==> src/rtl/bps_pkg.sv <==
// Shared opcode values, FSM state encoding and default bus widths for the BP-S sequencer.
package bps_pkg;

  localparam int unsigned OPCODE_W_DEF = 3;

  localparam logic [2:0] OP_IDLE     = 3'd0;
  localparam logic [2:0] OP_LOAD     = 3'd1;
  localparam logic [2:0] OP_DOWN     = 3'd2;
  localparam logic [2:0] OP_UP       = 3'd3;
  localparam logic [2:0] OP_STORE_DN = 3'd4;
  localparam logic [2:0] OP_STORE_UP = 3'd5;

  typedef enum logic [3:0] {
    S_IDLE,
    S_LOAD,
    S_LOAD_W,
    S_DOWN,
    S_DOWN_W,
    S_ST_DN,
    S_ST_DN_W,
    S_UP,
    S_UP_W,
    S_ST_UP,
    S_ST_UP_W,
    S_EXEC,
    S_EXEC_W
  } state_e;

endpackage

==> src/rtl/bps_stall_agg.sv <==
// Reduces per-engine stall and convergence flags over the latched engine mask;
// disabled engines never block and always count as converged.
module bps_stall_agg #(
  parameter int unsigned NUM_ENGINES = 4
) (
  input  logic [NUM_ENGINES-1:0] mask,
  input  logic [NUM_ENGINES-1:0] bps_stall,
  input  logic [NUM_ENGINES-1:0] converged,
  output logic                   all_idle,
  output logic                   all_conv
);

  always_comb begin
    all_idle = ~|(bps_stall & mask);
    all_conv = &(converged | ~mask);
  end

endmodule

==> src/rtl/bps_sequencer.sv <==
// Multi-engine BP-S master: LOAD, DOWN/UP pass pairs and final stores, plus single-op EXEC.
// Optional early exit on convergence is enabled by defining BPS_SEQ_CONVERGE_EN.
module bps_sequencer
  import bps_pkg::*;
#(
  parameter int unsigned NUM_ENGINES = 4,
  parameter int unsigned ITER_W      = 8,
  parameter int unsigned OPCODE_W    = OPCODE_W_DEF
) (
  input  logic                   clk,
  input  logic                   rst,
  input  logic                   start,
  input  logic [OPCODE_W-1:0]    instruction,
  input  logic [ITER_W-1:0]      iterations,
  input  logic [NUM_ENGINES-1:0] engine_mask,
  input  logic                   abort,
  input  logic [NUM_ENGINES-1:0] converged,
  input  logic [NUM_ENGINES-1:0] bps_stall,
  output logic                   stall,
  output logic [OPCODE_W-1:0]    bps_opcode,
  output logic [NUM_ENGINES-1:0] bps_valid,
  output logic [ITER_W-1:0]      pass_count,
  output logic                   done
);

`ifdef BPS_SEQ_CONVERGE_EN
  localparam bit ConvEn = 1'b1;
`else
  localparam bit ConvEn = 1'b0;
`endif

  state_e                 state_q, state_d;
  logic [ITER_W-1:0]      count_q, count_d;
  logic [NUM_ENGINES-1:0] mask_q, mask_d;
  logic [ITER_W-1:0]      pass_q, pass_d;
  logic                   abort_q, abort_d;
  logic [OPCODE_W-1:0]    op_q, op_d;
  logic                   done_q, done_d;

  logic   all_idle, all_conv, abort_seen, in_wait, conv_cut;
  state_e w_next;

  bps_stall_agg #(
    .NUM_ENGINES(NUM_ENGINES)
  ) u_agg (
    .mask      (mask_q),
    .bps_stall (bps_stall),
    .converged (converged),
    .all_idle  (all_idle),
    .all_conv  (all_conv)
  );

  always_comb begin
    state_d    = state_q;
    count_d    = count_q;
    mask_d     = mask_q;
    pass_d     = pass_q;
    abort_d    = abort_q;
    op_d       = op_q;
    done_d     = 1'b0;
    bps_opcode = '0;
    bps_valid  = '0;
    in_wait    = 1'b0;
    w_next     = S_IDLE;
    stall      = (state_q != S_IDLE);
    abort_seen = abort_q | abort;
    conv_cut   = ConvEn && all_conv && (count_q != '0);

    if (state_q != S_IDLE && abort) abort_d = 1'b1;

    case (state_q)
      S_IDLE: begin
        abort_d = 1'b0;
        if (start) begin
          state_d = S_LOAD;
          count_d = (iterations == '0) ? ITER_W'(1) : iterations;
          mask_d  = engine_mask;
          pass_d  = '0;
        end else if (instruction != '0) begin
          state_d = S_EXEC;
          op_d    = instruction;
          mask_d  = engine_mask;
        end
      end
      S_LOAD: begin
        bps_opcode = OPCODE_W'(OP_LOAD);
        bps_valid  = mask_q;
        state_d    = S_LOAD_W;
      end
      S_DOWN: begin
        bps_opcode = OPCODE_W'(OP_DOWN);
        bps_valid  = mask_q;
        state_d    = S_DOWN_W;
        // count may already be 0 after a convergence cut; hold it there
        if (count_q != '0) count_d = count_q - ITER_W'(1);
        if (pass_q != '1) pass_d = pass_q + ITER_W'(1);
      end
      S_ST_DN: begin
        bps_opcode = OPCODE_W'(OP_STORE_DN);
        bps_valid  = mask_q;
        state_d    = S_ST_DN_W;
      end
      S_UP: begin
        bps_opcode = OPCODE_W'(OP_UP);
        bps_valid  = mask_q;
        state_d    = S_UP_W;
      end
      S_ST_UP: begin
        bps_opcode = OPCODE_W'(OP_STORE_UP);
        bps_valid  = mask_q;
        state_d    = S_ST_UP_W;
      end
      S_EXEC: begin
        bps_opcode = op_q;
        bps_valid  = mask_q;
        state_d    = S_EXEC_W;
      end
      S_LOAD_W: begin
        in_wait = 1'b1;
        w_next  = S_DOWN;
      end
      S_DOWN_W: begin
        in_wait = 1'b1;
        w_next  = (count_q == '0) ? S_ST_DN : S_UP;
      end
      S_ST_DN_W: begin
        in_wait = 1'b1;
        w_next  = S_UP;
      end
      S_UP_W: begin
        in_wait = 1'b1;
        w_next  = (count_q == '0) ? S_ST_UP : S_DOWN;
      end
      S_ST_UP_W: begin
        in_wait = 1'b1;
        w_next  = S_IDLE;
      end
      S_EXEC_W: begin
        in_wait = 1'b1;
        w_next  = S_IDLE;
      end
      default: state_d = S_IDLE;
    endcase

    // All wait states share completion handling; abort overrides the normal successor
    if (in_wait && all_idle) begin
      if (abort_seen) begin
        state_d = S_IDLE;
        done_d  = 1'b1;
      end else begin
        state_d = w_next;
        if (state_q == S_UP_W && conv_cut) count_d = '0;
        if (w_next == S_IDLE) done_d = 1'b1;
      end
    end
  end

  always_ff @(posedge clk) begin
    if (rst) begin
      state_q <= S_IDLE;
      count_q <= '0;
      mask_q  <= '0;
      pass_q  <= '0;
      abort_q <= 1'b0;
      op_q    <= '0;
      done_q  <= 1'b0;
    end else begin
      state_q <= state_d;
      count_q <= count_d;
      mask_q  <= mask_d;
      pass_q  <= pass_d;
      abort_q <= abort_d;
      op_q    <= op_d;
      done_q  <= done_d;
    end
  end

  always_comb begin
    pass_count = pass_q;
    done       = done_q;
  end

endmodule

==> config.mk <==
export PLATFORM = sky130hd
export DESIGN_NAME = bps_sequencer
export DESIGN_NICKNAME = d
export VERILOG_FILES = /design/src/rtl/bps_pkg.sv /design/src/rtl/bps_stall_agg.sv /design/src/rtl/bps_sequencer.sv
export SDC_FILE = /design/constraint.sdc
export NUM_CORES = 1
export LEC_CHECK = 0
export ABC_AREA = 1
export BUFFER_PORTS_ARGS = -buffer_cell sky130_fd_sc_hd__buf_2
export CAP_MARGIN = 15
export CORE_ASPECT_RATIO = 0.8
export CORE_MARGIN = 2
export CORE_UTILIZATION = 40
export DETAILED_ROUTE_END_ITERATION = 16
export GPL_TIMING_DRIVEN = 0
export SYNTH_ARGS = -nofsm -noshare
export SYNTH_HDL_FRONTEND = slang
export SYNTH_SLANG_ARGS = --single-unit
export TNS_END_PERCENT = 20
==> constraint.sdc <==
create_clock -name clk -period 3.5 [get_ports clk]
set_input_delay 0.525 -clock clk [delete_from_list [all_inputs] [get_ports clk]]
set_output_delay 0.525 -clock clk [all_outputs]
set_load 0.01 [all_outputs]
==> summary.log <==
qor: drt.post_drt_wl_per_cell 10.9 um
qor: pwr.p_leak 1.06 nW
qor: drt.dr_total_vias 1,969
qor: sta.layout_min_cycle_time 1.99 ns
qor: global_routing.grt_max_degree 11
qor: pwr.peakVddDrop 0.338 mV
qor: setup_path.critPathRequiredTime 2.97 ns
qor: setup_path.critical_path_arrival 1.47 ns
qor: floorplan.die_height 64.3 um
qor: setup_path.critPathBufInv 1
qor: setup_path.slowest_stage dfxtp_1
qor: synth.synth.cell_area 1820 sq um
qor: place.post-place-cells 398
qor: drt.detailed_router_s_first_iteration_violation_count 91
qor: drt.drt_first_pass_iters 4
qor: sta.rsz0062_at_grt false
qor: setup_path.cpLargestDelayFamily simple AND/OR/NAND/NOR gates
qor: cts.cts_post_setup_buffers_inserted 0
qor: synth.postSynthCellCount 302
qor: final_layout.drive_above_1_share 18.1%
qor: pwr.clock_share_of_power 17.1%
qor: drt.detail_route.vias_per_cell 4.85
qor: global_routing.global_route_wire_length_before_repair 8000 um
qor: setup_path.cp-end-kind output pin
qor: setup_path.start_kind flip-flop
qor: global_routing.first_global_vias 1,772
qor: sta.worst_margin_slew 0.567 ns
qor: global_routing.grt_use_total 19.7%
qor: sta.setup_viol 0
qor: place.pre_cts_ws 1.77 ns
qor: floorplan.placementRows 21
qor: floorplan.pin_count 44
qor: drt.drt_drc_violations_left 0
qor: final_layout.multi_input_comb_area 1050 sq um
qor: setup_path.crit_path_max_incr_delay 0.45 ns
qor: setup_path.critPathMaxFanout 6
qor: final_layout.final_net_count 378
qor: synth.syn-num-nets 332
qor: drt.drt_wl_total 4440 um
qor: synth.synth_compound_area_share 12.0%
qor: pwr.pwr_density_cell 724 nW/um^2
qor: final_layout.syn2layout_area_growth 19.1%
qor: cts.cts_hold_buffers 0
qor: pwr.switching_share 46.5%
qor: status.run_status complete, no violations
qor: setup_path.worstSetupPathDepth 5
qor: cts.cts-htree-levels 2
qor: pwr.p_sw 0.728 mW
qor: floorplan.floorplan.initialDensity 42.4%
qor: cts.clk-insertion-delay-late 0.28 ns
qor: sta.final_max_tran_viols 0
qor: final_layout.layout.area.seq 581 sq um
qor: cts.post_cts.resized_instances 0
qor: sta.hold_viol_final 0
qor: final_layout.layoutNonFillerInstCount 406
qor: cts.path_clk_slew 0.06 ns
qor: floorplan.fp.dieArea 5100 sq um
qor: synth.yosys.area_share.xor_xnor 0.964%
qor: synth.synth_mux_area_share 0%
qor: synth.yosys.area_share.simple 42.7%
qor: pwr.power.share.combinational 49.7%
qor: synth.main_combinational_cell_family_by_area_after_synthesis simple AND/OR/NAND/NOR gates
qor: global_routing.globalRoute.totalOverflow 0
qor: pwr.internal-power 0.839 mW
qor: synth.syn-mean-instance-area 6.02 sq um
qor: drt.antenna_violating_nets_post_route 0
qor: sta.finalWorstSetupSlack 1.51 ns
qor: synth.count_of_flip_flops_with_a_built_in_enable_after_synthesis 0
qor: cts.number_of_buffers_created_by_cts 5
qor: sta.clock-skew-final 0.00440 ns
qor: cts.clock-root-buffer clkbuf_8
qor: hold_path.min-delay-path-class flip-flop to flip-flop
qor: synth.dominantRegCellSynth dfxtp_1
qor: sta.layout_worst_path_cycle_share 56.9%
qor: final_layout.filler_cell_count 452
qor: synth.synth_async_sr_flop_share 0%
qor: sta.relSlewSlack 62.2%
qor: synth.synth.distinct_cells 27
qor: place.port_buffers 39
qor: hold_path.hold-path-cell-count 2
qor: setup_path.timing.setup.critical_path_class flip-flop to output pin
qor: cts.clk_path_buf_depth 2
qor: cts.cts_num_sinks 29
qor: setup_path.reg2reg_depth 8
qor: place.gp_congestion 0.902
qor: cts.tritoncts done
qor: synth.ys.warnings.count 0
qor: final_layout.antenna-diode-count 0
qor: synth.yosysSeqAreaShare 31.9%
qor: floorplan.overall_die_width 79.4 um
qor: run.drv_cap 0
qor: pwr.power.sequential.fraction 33.2%
qor: setup_path.path_cells nand2_2 -> nor3_1 -> nand2_1 -> nand3b_1 -> buf_2
qor: sta.final.setup.tns 0 ns
qor: sta.achievable-frequency 502 MHz
qor: floorplan.core_region 4280 sq um
qor: global_routing.grt_antenna_before_repair 0
qor: place.dpl_hpwl 3430 um
qor: synth.synth.ff_latch_count 29
qor: synth.yosys.area_share.adder 2.06%
==> placed cells by master, fill, tap and decap left out, drive strengths merged, types with 3 or more instances in the layout <==
cell / synthesis / final
dfxtp: 29 / 29
nor3: 8 / 8
a21oi: 19 / 19
buf: 5 / 44
o21ai: 22 / 22
ha: 3 / 3
clkbuf: 1 / 9
nand2: 91 / 91
inv: 38 / 38
nand4: 5 / 5
nand3: 22 / 22
nor2: 51 / 51
==> through the flow <==
stage          utilization (%)  hold WS, ns  area [sq um]  total power, mW
2_1_floorplan                -        0.440          1820             1.10
3_3_place_gp              48.7        0.453          2080             1.30
3_5_place_dp              48.7        0.456          2080             1.31
4_1_cts                   50.5        0.464          2160             1.58
5_1_grt                   50.5        0.486          2160             1.73
6_report                  50.5        0.464          2160             1.57
==> Yosys cell counts (all sizes together) (2+ instances only) <==
cell	n	area [sq um]
buf	5	40.0
ha	3	37.5
a21oi	19	95.1
nand3	22	115
or2	2	12.5
nand4	5	31.3
nand2	91	354
nor3	8	40.0
o21ai	22	110
nor2	51	209
xor2	2	17.5
dfxtp	29	581
inv	38	143
==> layout make-up <==
class                      count  share of cell area, %
multi-input combinational    229                   48.6
sequential                    29                   26.8
timing repair buffer          39                   9.02
inverter                      38                   6.59
clock buffer                   8                   3.70
tap                           57                   3.29
buffer                         6                   2.02
==> power by group through the flow <==
stage                     clock (mW)  sequential [mW]  combinational, mW
after floorplan                    0            0.505              0.599
after global placement             0            0.523              0.778
after detailed placement           0            0.526              0.781
after CTS                      0.276            0.519              0.784
after global routing           0.292            0.536              0.907
final                          0.268            0.520              0.780
==> final timing paths <==
check,start,to,slack [ns]
worst min register to register,op_q[2],op_q[2],0.46
worst min-delay path,op_q[2],op_q[2],0.46
worst max register to register,pass_count[0],pass_count[7],1.98
worst max-delay path,state_q[1],bps_opcode[2],1.51
==> kinds of logic (layout without fill, tap and decap cells) <==
| kind of cell | Yosys count | after routing |
|---|---|---|
| adder cells (fa/ha/maj) | 3 | 3 |
| AO/OA/AOI/OAI | 43 | 43 |
| XOR/XNOR | 2 | 2 |
| buffers and inverters | 44 | 91 |
| AND/OR/NAND/NOR | 181 | 181 |
| flip-flops | 29 | 29 |
==> layer usage <==
layer / share of wire (%) / vias up / track usage, %
li1: - / 1052 / -
met1: 51 / 865 / 27.3
met2: 43 / 47 / 30.6
met3: 5.2 / 5 / 4.24
met4: 0.99 / 0 / 5.82
met5: 0 / - / 0
==> worst register-to-register path: cells and delay by family, from the launching register on <==
family / cells / cell delay, ns
and+or+nand+nor: 4 / 0.47
AOI/OAI and AO/OA: 1 / 0.12
adders and majority gates: 1 / 0.21
DFF: 1 / 0.40
buffers and inverters: 2 / 0.18
==> sequential cells by signal, indices dropped and copies added (netlist names) <==
signal and flops:
done 1, mask_q 4, count_q 8, state_q 4, op_q 3, abort_q 1
pass_count 8
No activity file was read; power rests on OpenSTA's default activity.
